## config.mk

```make
export PLATFORM = sky130hd
export DESIGN_NAME = lsu_mem_if
export DESIGN_NICKNAME = d
export VERILOG_FILES = /design/src/rtl/lsu_mem_if.sv
export SDC_FILE = /design/constraint.sdc
export NUM_CORES = 1
export LEC_CHECK = 0
export ABC_AREA = 0
export ABC_CLOCK_PERIOD_IN_PS = 4200
export BUFFER_PORTS_ARGS = -buffer_cell sky130_fd_sc_hd__buf_4
export CORE_ASPECT_RATIO = 0.6
export CORE_MARGIN = 4
export CORE_UTILIZATION = 50
export CTS_CLUSTER_DIAMETER = 200
export CTS_CLUSTER_SIZE = 25
export DETAILED_ROUTE_END_ITERATION = 10
export PLACE_DENSITY = 0.92
export SLEW_MARGIN = 20
export SYNTH_ARGS = -nofsm -noshare
export SYNTH_HDL_FRONTEND = slang
export SYNTH_SLANG_ARGS = --single-unit
```

## constraint.sdc

```tcl
create_clock -name clk -period 4.2 [get_ports clk]
set_input_delay 0 -clock clk [delete_from_list [all_inputs] [get_ports clk]]
set_output_delay 0 -clock clk [all_outputs]
set_load 0.02 [all_outputs]
```

## src/rtl/lsu_mem_if.sv

```systemverilog
// Load/store unit: turns EX-stage mem_read/mem_write + funct3 into one aligned
// word transaction on a valid/ready request, valid-only response data bus.
module lsu_mem_if #(
  parameter int DATA_WIDTH     = 32,
  parameter int ADDR_WIDTH     = 32,
  parameter int TIMEOUT_CYCLES = 64
) (
  input  logic                  clk,
  input  logic                  rst,
  input  logic                  mem_read,
  input  logic                  mem_write,
  input  logic [2:0]            funct3,
  input  logic [ADDR_WIDTH-1:0] addr,
  input  logic [DATA_WIDTH-1:0] store_data,
  output logic                  lsu_stall,
  output logic                  lsu_done,
  output logic                  lsu_fault,
  output logic [DATA_WIDTH-1:0] mem_out,
  output logic                  bus_req_valid,
  input  logic                  bus_req_ready,
  output logic                  bus_we,
  output logic [ADDR_WIDTH-1:0] bus_addr,
  output logic [DATA_WIDTH-1:0] bus_wdata,
  output logic [3:0]            bus_wstrb,
  input  logic                  bus_rsp_valid,
  input  logic [DATA_WIDTH-1:0] bus_rdata
);
  localparam int CW = $clog2(TIMEOUT_CYCLES + 1);

  typedef enum logic [1:0] {S_IDLE, S_REQ, S_RSP, S_DONE} state_t;

  state_t                r_state, w_next;
  logic [CW-1:0]         r_cnt;
  logic                  r_fault;
  logic                  r_we;
  logic [2:0]            r_f3;
  logic [1:0]            r_off;
  logic [ADDR_WIDTH-1:0] r_addr;
  logic [DATA_WIDTH-1:0] r_wdata;
  logic [3:0]            r_wstrb;
  logic [DATA_WIDTH-1:0] r_mem_out;
  logic                  w_access;
  logic                  w_bad;
  logic                  w_busy;
  logic                  w_timeout;

  function automatic logic [31:0] load_ext(input logic [2:0] f3, input logic [1:0] off,
                                           input logic [31:0] d);
    logic [7:0]  b;
    logic [15:0] h;
    case (off)
      2'd0:    b = d[7:0];
      2'd1:    b = d[15:8];
      2'd2:    b = d[23:16];
      default: b = d[31:24];
    endcase
    h = off[1] ? d[31:16] : d[15:0];
    case (f3)
      3'b000:  return {{24{b[7]}}, b};
      3'b001:  return {{16{h[15]}}, h};
      3'b100:  return {24'd0, b};
      3'b101:  return {16'd0, h};
      default: return d;
    endcase
  endfunction

  function automatic logic [31:0] store_data_lanes(input logic [2:0] f3, input logic [31:0] d);
    case (f3[1:0])
      2'b00:   return {4{d[7:0]}};
      2'b01:   return {2{d[15:0]}};
      default: return d;
    endcase
  endfunction

  function automatic logic [3:0] store_strobe(input logic [2:0] f3, input logic [1:0] off);
    case (f3[1:0])
      2'b00:   return 4'b0001 << off;
      2'b01:   return off[1] ? 4'b1100 : 4'b0011;
      default: return 4'b1111;
    endcase
  endfunction

  assign w_access  = mem_read | mem_write;
  assign w_busy    = (r_state == S_REQ) || (r_state == S_RSP);
  assign w_timeout = w_busy && (r_cnt == CW'(TIMEOUT_CYCLES - 1));

  // Request legality: conflicting strobes, unsupported width codes, misalignment.
  always_comb begin
    w_bad = 1'b0;
    if (mem_read && mem_write)
      w_bad = 1'b1;
    else if (mem_read)
      w_bad = (funct3 == 3'b011) || (funct3[2:1] == 2'b11);
    else
      w_bad = funct3[2] || (funct3[1:0] == 2'b11);
    if ((funct3[1:0] == 2'b01) && addr[0])
      w_bad = 1'b1;
    if ((funct3[1:0] == 2'b10) && (addr[1:0] != 2'b00))
      w_bad = 1'b1;
  end

  always_ff @(posedge clk or posedge rst) begin
    if (rst) r_state <= S_IDLE;
    else     r_state <= w_next;
  end

  always_comb begin
    w_next = r_state;
    case (r_state)
      S_IDLE: if (w_access) w_next = w_bad ? S_DONE : S_REQ;
      S_REQ:  if (w_timeout) w_next = S_DONE;
              else if (bus_req_ready) w_next = S_RSP;
      S_RSP:  if (w_timeout || bus_rsp_valid) w_next = S_DONE;
      default: w_next = S_IDLE;
    endcase
  end

  always_comb begin
    lsu_stall     = w_busy || ((r_state == S_IDLE) && w_access && !rst);
    lsu_done      = (r_state == S_DONE);
    lsu_fault     = (r_state == S_DONE) && r_fault;
    bus_req_valid = (r_state == S_REQ);
  end

  always_ff @(posedge clk or posedge rst) begin
    if (rst) begin
      r_cnt     <= '0;
      r_fault   <= 1'b0;
      r_we      <= 1'b0;
      r_f3      <= 3'd0;
      r_off     <= 2'd0;
      r_addr    <= '0;
      r_wdata   <= '0;
      r_wstrb   <= 4'd0;
      r_mem_out <= '0;
    end else begin
      case (r_state)
        S_IDLE: if (w_access) begin
          r_fault <= w_bad;
          r_cnt   <= '0;
          if (!w_bad) begin
            r_we    <= mem_write;
            r_f3    <= funct3;
            r_off   <= addr[1:0];
            r_addr  <= {addr[ADDR_WIDTH-1:2], 2'b00};
            r_wdata <= mem_write ? store_data_lanes(funct3, store_data) : '0;
            r_wstrb <= mem_write ? store_strobe(funct3, addr[1:0]) : 4'd0;
          end
        end
        S_REQ, S_RSP: begin
          r_cnt <= r_cnt + CW'(1);
          if (w_timeout)
            r_fault <= 1'b1;
          else if ((r_state == S_RSP) && bus_rsp_valid && !r_we)
            r_mem_out <= load_ext(r_f3, r_off, bus_rdata);
        end
        default: r_fault <= 1'b0;
      endcase
    end
  end

  assign mem_out   = r_mem_out;
  assign bus_we    = r_we;
  assign bus_addr  = r_addr;
  assign bus_wdata = r_wdata;
  assign bus_wstrb = r_wstrb;

endmodule
```

After elaboration in Yosys (flattened, before gate mapping) --
Cells that the tools add are included.
Storage, ports and cells: register bits 114, input bits 105, output and inout port bits 105, logic and storage cells 84
Cells by class: $add $sub $neg 1, equality and inequality tests 18, shifts and indexed selects 1, multiplexer cells 23, bitwise logic cells 3, reductions and logical operators 28
Operator list (number):
- $pmux W32 S4 | 1
- $pmux W32 S2 | 1
- $mux W32 | 1
- $pmux W8 S3 | 1
- $mux W16 | 1
- $pmux W7 S2 | 1
- $eq A2 B2 Y1 const B | 6
- $mux W2 | 5
- $logic_and A1 B1 Y1 | 9
- $reduce_and A3 Y1 | 3
- $mux W4 | 2
- $pmux W4 S2 | 1
- $add A7 B1 Y7 const B | 1
- $eq A7 B6 Y1 const B | 1
- $mux W7 | 1
- $eq A2 B1 Y1 const B | 3
- $eq A3 B3 Y1 const B | 2
- $logic_not A2 Y1 | 3
- $mux W1 | 6
- $pmux W2 S3 | 1
- $logic_or A1 B1 Y1 | 5
- $ne A2 B2 Y1 const B | 2
- $reduce_and A2 Y1 | 2
- $reduce_bool A2 Y1 | 2
- other kinds (11) | 13

Logic depth before layout (Yosys ltp) --
depth in word-level cells 9, gate-level depth with buffers 8, depth with buffers taken out 6

Worst setup path after synthesis --
OpenSTA, ideal clock, no wires.
path kind flip-flop to flip-flop, from register r_state[0], to register r_mem_out[17], in the netlist mem_out[17], library setup time 0.126 ns, data arrival time 1.795 ns, required time 4.074 ns, setup slack 2.279 ns, cell stages (with the launch flop) 9, buffers on the path 2, clock period less this slack 1.921 ns, cell sequence dfrtp_1 -> inv_1 -> ha_1 -> buf_2 -> nand4b_1 -> a21o_1 -> a21oi_1 -> buf_2 -> a21oi_1
On the way: cells in the longest elaborated chain, start to end 5, elaborated cells on any way between the ends 9, those cells by class eq/ne (2); bitwise (1); reduce/logical (6)
Ends and longest elaborated chain:
- start: declaration | RTL line 32 | state_t r_state, w_next;
- start signal: assignment | RTL line 104 | else r_state <= w_next;
- $eq A2 B1 Y1 or $eq A2 B2 Y1 (tied branches) | RTL line 84, 137, 154
- $logic_or A1 B1 Y1 | RTL line 84 | assign w_busy = (r_state == S_REQ) || (r_state == S_RSP);
- $logic_and A1 B1 Y1 | RTL line 85 | assign w_timeout = w_busy && (r_cnt == CW'(TIMEOUT_CYCLES - 1));
- $not A1 Y1 (no source line)
- $reduce_and A3 Y1 (no source line) *
- end signal: assignment | RTL line 155 | r_mem_out <= load_ext(r_f3, r_off, bus_rdata);
- end: declaration | RTL line 41 | logic [DATA_WIDTH-1:0] r_mem_out;
Every way passes the cells marked *; elsewhere a longest branch is shown, timed or not. A chain may end at the register's enable or synchronous reset.

Worst setup path in the final report --
from input port addr[0], to register r_addr[14], in the netlist bus_addr[14]
On the way: cells in the longest elaborated chain, start to end 5, elaborated cells on any way between the ends 7, those cells by class mux (2); bitwise (1); reduce/logical (4)
Ends and longest elaborated chain:
- start: declaration | RTL line 13 | input logic [ADDR_WIDTH-1:0] addr,
- $logic_and A1 B1 Y1 or $reduce_bool A2 Y1 (tied branches) | RTL line 96, 98
- $mux W1 or $logic_and A1 B1 Y1 (tied branches) | RTL line 96, 98
- $mux W1 * | RTL line 98 | if ((funct3[1:0] == 2'b10) && (addr[1:0] != 2'b00))
- $not A1 Y1 (no source line) *
- $reduce_and A3 Y1 (no source line) *
- end signal: assignment | RTL line 145 | r_addr <= {addr[ADDR_WIDTH-1:2], 2'b00};
- end: declaration | RTL line 38 | logic [ADDR_WIDTH-1:0] r_addr;
Marked as above.

==> metrics.txt <==
Clock Skew 0.0131 ns; setup bufs post-CTS 0; Avg Vias per Cell 6.10; synth warn 0; WHS Path Cells 3; pin count of the biggest net entering global routing 75; EDFF count, synth 0; H-Tree Depth 4; number of global-route vias before repair 5,998; R2R cell count 5; Syn Std Cell Area approximately 0.0056 mm^2; total grt overflow 0; post-placement cell count 824; min setup slack post-route between 1 and 1.5 ns; die span in x 144 um; HP Start store_data[20]; hold buffers post-CTS 89; site row count 29; unrepaired setup endpoints after global routing false; required time worst endpoint 4.50 ns; Routability Congestion just over 0.9; worst hold slack 0.0111 ns; setup tns final 0 ns; Final Cycle Share 67.1%; Syn Area/Cell 11.0 um^2; core footprint 0.0107 mm^2; Async SR Flop Fraction 100%; synth top area cells dfrtp_1, mux2_4, mux2i_1, nand2_1, a21oi_1; Multi-input gate area 0.00251 mm^2; total internal power 4020 uW; die height about 90 um; critical-path maximum fanout 32; Tmin final 2.82 ns; max cap viols 0; relative slew slack 30.9%; layout cell share with drive strength beyond 1 36.4%; Reg clk slew, reported paths approximately 0.06 ns; CTS buffer count 17; final wirelength 22,500 um; CTS tree yes; Worst Hold Path EP bus_wdata[20]; first-pass GRT wire length about 34,000 um; sequential share of power 31.2%; Crit. End Element register; initial antenna violation count 4; Logic pwr share 46.7%; Yosys cell types 46; Initial DRC Count 811; Final HPWL DP 12,900 um; global-route usage over all layers 34.0%; Hold WC Path Type in2reg; switching fraction of total power 40.6%; DR WL/cell 23.7 um; Total Nets Final 903; final cell count without fillers 949; critical path launch point addr[0]; Setup-failing EPs final 0; Clock Latency Late Sink 0.42 ns; Switch Pwr 2750 uW; DP Worst Slack 1.39 ns; antenna viol nets, final 0; area taken by flip-flops and latches 0.00285 mm^2; DRT Pass-1 Iters 7; synthesis-to-finish area growth 55.4%; I/O pins 210; Die ar. 0.0130 mm^2; Synth Instances 506; # fillers 548; Worst Tran Pin Value 1.04 ns; CTS root buf clkbuf_16; maximum clock path buffer count 2; DR DRC count 0; Slew Viols, Final 0; PostCTS Resize Cnt 0; end of the worst register-to-register path mem_out[6]; Hold Vio Cnt, Final 0; ys flop type dfrtp_1; status finished, final reports clean; Pleak around 0.0042 uW; clk sinks between 100 and 150; Yosys top cell by area dfrtp_1; R2R Path Start r_f3[1]; Peak supply drop 0.490 mV; Seq cells post-synth 114; FMAX 355 MHz; sequential element share of the synthesized area 51.1%; crit path kind in2reg; Initial Util between 50% and 60%; PD cells slightly below 800 mW/mm^2; critical path arrival 3.11 ns; via count 5,786; IO Port Bufs 207; CP Launch Type input port; Synth top area share 51.1%; Clk pwr share 22.2%; setup slack, reg-to-reg 1.51 ns
==> synth_stat cells (4+ instances only) <==
cell	n
a21boi_0	8
a21o_1	4
a21oi_1	36
a22o_1	16
buf_2	8
buf_8	4
clkbuf_1	15
dfrtp_1	114
ha_1	5
inv_1	9
mux2_2	4
mux2_4	39
mux2i_1	28
nand2_1	67
nand3_1	8
nor2_1	34
nor2b_1	8
o211ai_1	7
o21ai_0	27
o22ai_1	9
o2bb2ai_1	13
o31ai_1	5
==> layer usage <==
metal  vias to the layer above  GRT usage, %  part of all wire [%]
met5                         -             0                     0
met4                         0          15.9                   5.8
met2                       508          52.7                    46
met1                      2753          43.3                    37
li1                       2382             -                     -
met3                       143          10.9                    11
==> through the flow <==
step	util (%)	power, uW	area (um^2)
final	80.8	6780	8680
after global routing	80.8	7020	8680
after CTS	80.6	6570	8660
after detailed placement	66.6	4990	7150
after global placement	66.6	4870	7150
after floorplan	-	3740	5590
==> cell usage in the layout (no fill, tap or decap), drive strengths merged, types with 9 or more instances in the layout <==
cell type / count
o2bb2ai: 13
inv: 9
mux2: 43
dlygate4sd3: 89
o21ai: 27
a22o: 16
nor2: 34
nand2: 67
o22ai: 9
a21oi: 36
mux2i: 28
dfrtp: 114
buf: 211
clkbuf: 20
==> how the worst max path moves through the flow <==
stage,endpoint,slack [ns],depth (start not counted)
final,bus_addr[14],1.38,7
after global routing,bus_addr[14],1.28,7
after CTS,mem_out[20],1.38,6
after detailed placement,mem_out[26],1.39,6
after global placement,mem_out[16],1.59,6
after floorplan,bus_addr[10],1.18,1
==> critical path, cell delays in order <==
cell	delay [ns]
dlygate4sd3_1	0.57
buf_4	0.17
or2_2	0.34
o221ai_2	0.32
and3_2	0.94
buf_4	0.40
mux2_4	0.33
==> kinds of logic (layout without fill, tap and decap cells) <==
| kind of cell | count (synthesis) | count (layout) | share of synthesized area (%) |
|---|---|---|---|
| AOI/OAI and AO/OA | 135 | 135 | 16.0 |
| buffers and inverters | 43 | 342 | 4.21 |
| other | 1 | 6 | 0.0671 |
| DFF | 114 | 114 | 51.1 |
| and+or+nand+nor | 135 | 135 | 10.6 |
| muxes | 72 | 72 | 16.7 |
| xor gates and xnor gates | 1 | 1 | 0.157 |
| adders and majority gates | 5 | 5 | 1.12 |
==> layout make-up <==
cell class	instances	area share (%)
sequential	114	32.9
multi-input combinational	350	28.9
timing repair buffer	300	28.5
clock buffer	20	5.26
tap	139	2.00
clock inverter	12	1.82
inverter	10	0.461
antenna	4	0.115
==> registers in the layout, indices dropped and copies added, names as in the netlist <==
| name | flops |
|---|---|
| bus_wdata | 32 |
| bus_wstrb | 4 |
| r_fault | 1 |
| r_cnt | 7 |
| mem_out | 32 |
| bus_addr | 30 |
| r_f3 | 3 |
| bus_we | 1 |
| r_off | 2 |
| r_state | 2 |
==> power groups by stage <==
stage / Clock (uW) / Sequential (uW) / Combinational (uW)
4_1_cts: 1490 / 2050 / 3030
6_report: 1500 / 2110 / 3160
3_3_place_gp: 0 / 2030 / 2840
5_1_grt: 1550 / 2150 / 3320
2_1_floorplan: 0 / 2480 / 1260
3_5_place_dp: 0 / 2040 / 2950
No activity file was read; power rests on OpenSTA's default activity.
